## src/rtl/pipeline_stall_flush_ctrl.sv

```systemverilog
// Stall/flush/redirect controller for the 5-stage RV32I pipeline.
// It also holds the post-redirect IF_ID flush window, a load-stall watchdog and saturating perf counters.
module pipeline_stall_flush_ctrl #(
    parameter int FLUSH_PENALTY = 1,
    parameter int STALL_TIMEOUT = 16,
    parameter int CNT_W         = 32
) (
    input  logic             clk,
    input  logic             rst_n,
    input  logic             load_stall_req,
    input  logic             mispredict_EX,
    input  logic             mem_busy,
    output logic             PC_write,
    output logic             IF_ID_write_en,
    output logic             IF_ID_flush,
    output logic             ID_EX_flush,
    output logic             EX_MEM_write_en,
    output logic             pc_redirect,
    output logic             hazard_timeout,
    output logic [CNT_W-1:0] stall_cycles,
    output logic [CNT_W-1:0] flush_events
);
    localparam int WD_W = $clog2(STALL_TIMEOUT + 1);

    typedef enum logic {RUN, REDIRECT} state_t;

    state_t           state_q, state_d;
    logic [2:0]       pen_q, pen_d;
    logic [WD_W-1:0]  wd_q, wd_d;
    logic             to_q, to_d;
    logic [CNT_W-1:0] stall_q, stall_d;
    logic [CNT_W-1:0] flush_q, flush_d;

    logic take_mp, take_ls;
    assign take_mp = mispredict_EX & ~mem_busy;
    assign take_ls = load_stall_req & ~mem_busy & ~mispredict_EX;

    always_ff @(posedge clk or negedge rst_n) begin
        if (!rst_n) begin
            state_q <= RUN;
            pen_q   <= '0;
            wd_q    <= '0;
            to_q    <= 1'b0;
            stall_q <= '0;
            flush_q <= '0;
        end else begin
            state_q <= state_d;
            pen_q   <= pen_d;
            wd_q    <= wd_d;
            to_q    <= to_d;
            stall_q <= stall_d;
            flush_q <= flush_d;
        end
    end

    always_comb begin
        state_d = state_q;
        pen_d   = pen_q;
        wd_d    = wd_q;
        stall_d = stall_q;
        flush_d = flush_q;

        // A freeze holds the window; a load stall still burns penalty cycles.
        if (take_mp) begin
            if (FLUSH_PENALTY > 0) begin
                state_d = REDIRECT;
                pen_d   = 3'(FLUSH_PENALTY);
            end
        end else if (!mem_busy && state_q == REDIRECT) begin
            pen_d = pen_q - 3'd1;
            if (pen_q <= 3'd1) state_d = RUN;
        end

        if (!load_stall_req)
            wd_d = '0;
        else if (!mem_busy && wd_q != WD_W'(STALL_TIMEOUT))
            wd_d = wd_q + 1'b1;
        to_d = to_q | (wd_d == WD_W'(STALL_TIMEOUT));

        if ((mem_busy || take_ls) && stall_q != '1) stall_d = stall_q + 1'b1;
        if (take_mp && flush_q != '1) flush_d = flush_q + 1'b1;
    end

    always_comb begin
        PC_write        = 1'b1;
        IF_ID_write_en  = 1'b1;
        IF_ID_flush     = 1'b0;
        ID_EX_flush     = 1'b0;
        EX_MEM_write_en = 1'b1;
        pc_redirect     = 1'b0;
        if (!rst_n) begin
            PC_write        = 1'b0;
            IF_ID_write_en  = 1'b0;
            IF_ID_flush     = 1'b1;
            ID_EX_flush     = 1'b1;
            EX_MEM_write_en = 1'b0;
        end else if (mem_busy) begin
            PC_write        = 1'b0;
            IF_ID_write_en  = 1'b0;
            EX_MEM_write_en = 1'b0;
        end else if (mispredict_EX) begin
            pc_redirect = 1'b1;
            IF_ID_flush = 1'b1;
            ID_EX_flush = 1'b1;
        end else if (load_stall_req) begin
            PC_write       = 1'b0;
            IF_ID_write_en = 1'b0;
            ID_EX_flush    = 1'b1;
            IF_ID_flush    = (state_q == REDIRECT);
        end else if (state_q == REDIRECT) begin
            IF_ID_flush = 1'b1;
        end
    end

    assign hazard_timeout = to_q;
    assign stall_cycles   = stall_q;
    assign flush_events   = flush_q;

endmodule

```

## config.mk

```make
export PLATFORM = sky130hd
export DESIGN_NAME = pipeline_stall_flush_ctrl
export DESIGN_NICKNAME = d
export VERILOG_FILES = /design/src/rtl/pipeline_stall_flush_ctrl.sv
export SDC_FILE = /design/constraint.sdc
export NUM_CORES = 1
export LEC_CHECK = 0
export CAP_MARGIN = 10
export CORE_UTILIZATION = 40
export DETAILED_ROUTE_END_ITERATION = 7
export GPL_TIMING_DRIVEN = 1
export MAX_ROUTING_LAYER = met4
export PLACE_DENSITY_LB_ADDON = 0.2
export SYNTH_ARGS = -nofsm -noshare
export SYNTH_HDL_FRONTEND = slang
export SYNTH_SLANG_ARGS = --single-unit
```

## constraint.sdc

```tcl
create_clock -name clk -period 2.3 [get_ports clk]
set_input_delay 0.575 -clock clk [delete_from_list [all_inputs] [get_ports clk]]
set_output_delay 0.575 -clock clk [all_outputs]
set_load 0.01 [all_outputs]
```

==> impl_metrics.toml <==
[routing]
drt-initial-drc-count = 101
ant_nets = 0
drt-total-wl_um = 8210
via_per_inst = 5.16
num_vias = 2959
wire_per_inst_um = 14.3
drc = 4
drt_first_pass_iters = 6

[worst_setup_path]
path_buf_inv = 3
path_cells = "clkdlybuf4s50_1 -> buf_6 -> nor2b_1 -> and2_1 -> dlygate4sd2_1"
cpPeakStageDelay_ns = 0.47
critPathLaunchType = "input port"
crit_fanout = 11
critPathRequiredTime_ns = 1.73
end_kind = "output pin"
critPathSlowestCell = "clkdlybuf4s50_1"
crit_arrival_ns = 1.67
critical-path-top-delay-family = "buffers and inverters"
path_class = "input port to output pin"

[timing]
hold_violations = 0
finalCritPeriodShare_pct = 97.5
rsz0062_at_grt = "false"
fin_hold_ws_ns = 0.264
report.final.slew_viol_count = 0
period_needed_ns = 2.24
setup_viol = 0
setup_slack_ns = 0.0570
fin_worst_skew_ns = 0.00830
fmax_mhz = 446
maxSlewHeadroom_pct = 63.4
tightest_slew_ns = 0.548

[min_path]
hp-class = "input port to asynchronous set/reset pin"

[power_and_ir_drop]
powerDensity_nw_per_um2 = 668
seqPwrFrac_pct = 49.4
internal_power_w = 0.00234
switching_share_pct = 29.3
peakVddDrop_uv = 433
p_comb_share_pct = 21.4
pwr-share-clk_pct = 29.2
p_sw_w = 0.000970
power.leakage_nw = 2.16

[yosys]
yosys.area_share.simple_pct = 24.4
synth_top_family_by_area = "simple AND/OR/NAND/NOR gates"
yosysWarnings = 0
syn-cell-area_um2 = 3700
synth_mux_area_share_pct = 2.34
post_synth.cell_area_avg_um2 = 10.5
synth_edf_count = 0
netlist_instances = 352
ys_seq_area_share_pct = 50.1
synth_ff_type = "dfrtp_1"
async_flop_share_pct = 100
synth.distinct_cells = 47
synth_compound_area_share_pct = 4.81
synth-xor-area-share_pct = 14.2
syn_nets = 363
ys_seq_elements = 74
synthAdderAreaFrac_pct = 2.03

[clocking]
clock_latency_ns = 0.34
cts-buffers-inserted = 9
htreeDepth = 3
post_cts_buffers = 0
clockBufferDepth = 2
cts_tree = "built"
clk_pin_slew_worst_paths_ns = 0.07
cts_num_sinks = 74
cts_root_buffer = "clkbuf_8"

[floorplan]
die_y_um = 98.1
die_w_um = 98.1
dieArea_um2 = 9630
rows = 34
core-area_um2 = 8850
io_pins = 76
initial_utilization_pct = 41.8

[layout]
final_layout_size_suffix_gt1_share_pct = 13.5
syn2layout_area_growth_pct = 34.2
nFillCells = 791
nNetsFinal = 472
antenna_cells = 0
finalNonFillerCells = 573

[placement]
place_inst = 557
gp_congestion = 0.801
pre_cts_slack_ns = -0.288
port_buffers = 75
place_hpwl_um = 6020

[global_route]
grt_util_met3_pct = 5.51
grt_busiest_layer = "met2"
gr-usage-met2_pct = 28.2
grt_pass1_vias = 2898
antenna_found_initial = 0
grt_overflow = 0
grt_start_max_net_pins = 30
grt_pass1_wl_um = 13800
use_met1_pct = 24.5
grtUsageTotal_pct = 18.7

[job]
cap_violations = 0

[outcome]
violations = "design-rule violations"
status = "complete, but fails checks"
power by group through the flow:
stage | sequential [W] | clock, W | combinational (W)
after floorplan | 0.00167 | 0 | 0.000314
after global placement | 0.00165 | 0 | 0.000693
after detailed placement | 0.00166 | 0 | 0.000719
after CTS | 0.00163 | 0.00101 | 0.000718
after global routing | 0.00166 | 0.00106 | 0.000785
final | 0.00163 | 0.000968 | 0.000709
synthesized netlist by cell type, types with 4 or more instances:
| cell type | count | area share, % |
|---|---|---|
| and3_1 | 7 | 1.2 |
| nand3_1 | 20 | 2.7 |
| nand4_1 | 21 | 3.6 |
| nand2_1 | 33 | 3.4 |
| xnor2_1 | 39 | 9.2 |
| nor3_1 | 18 | 2.4 |
| nor2_1 | 28 | 2.8 |
| inv_1 | 15 | 1.5 |
| xor2_1 | 21 | 5.0 |
| a21oi_1 | 4 | 0.54 |
| o21ai_0 | 6 | 0.81 |
| and2_1 | 4 | 0.68 |
| nor2b_1 | 6 | 1.0 |
| dfrtp_1 | 74 | 50 |
| ha_1 | 6 | 2.0 |
| mux2_2 | 5 | 1.5 |
| nor4_1 | 5 | 0.85 |
area by class of cell:
type                            instances  area [µm²]  share of cell area (%)
Sequential cell                        74        1850                    37.3
Multi-Input combinational cell        259        1790                    36.1
Timing Repair Buffer                  102         942                    19.0
Tap cell                              108         135                    2.72
Clock buffer                           10         128                    2.57
Clock inverter                          5        56.3                    1.13
Inverter                               15        56.3                    1.13
cell usage in the layout (no fill, tap or decap), types with 6 or more instances in the layout:
cell              n
nor3_1           18
ha_1              6
nor2_1           28
o21ai_0           6
nand3_1          20
nand4_1          21
and3_1            7
inv_1            15
clkdlybuf4s50_1  67
nand2_1          33
xnor2_1          39
clkbuf_8          9
dfrtp_1          74
buf_4            26
xor2_1           21
through the flow:
stage	area (µm²)	util, %	setup TNS (ns)	total power [W]
finish	4960	56.1	0	0.00331
detailed placement	4750	53.7	-7.04	0.00238
global placement	4750	53.7	-6.18	0.00235
floorplan	3700	-	0	0.00199
global route	4960	56.1	0	0.00351
CTS	4940	55.8	0	0.00337
flip-flops by register name, summed over array words and instances (netlist names):
name,flops
flush_events,32
stall_cycles,32
wd_q,5
pen_q,3
hazard_timeout,1
state_q,1
kinds of logic after synthesis:
kind of cell | Yosys count
compound gates | 23
flops | 74
xor+xnor | 60
buf+inv | 19
simple gates | 162
fa+ha+maj | 6
mux | 8
timing repair:
action | CTS | global route
setup endpoints to repair | 6 | 12
pin swaps | 0 | 0
gates resized for setup | 9 | 11
endpoints found under the hold margin | 0 | 2
hold buffers | 0 | 1
path summary, 6_finish.rpt:
path / from / endpoint / slack (ns) / cells past startpoint
max: mem_busy / pc_redirect / 0.06 / 5
min: rst_n / stall_cycles[20]$_DFFE_PN0P_ / 0.26 / 2
max reg2reg: flush_events[25]$_DFFE_PN0P_ / flush_events[21]$_DFFE_PN0P_ / 0.26 / 5
min reg2reg: hazard_timeout$_DFF_PN0_ / hazard_timeout$_DFF_PN0_ / 0.48 / 2
max in group asynchronous: rst_n / pen_q[0]$_DFFE_PN0P_ / 1.55 / 2
min in group clk: hazard_timeout$_DFF_PN0_ / hazard_timeout$_DFF_PN0_ / 0.48 / 2
layer usage:
layer  routed length (µm)  vias up
li1                     -     1452
met1                 3780     1437
met2                 3990       62
met3                  365        8
met4                   78        0
met5                    0        -
No activity file was read; power rests on OpenSTA's default activity.
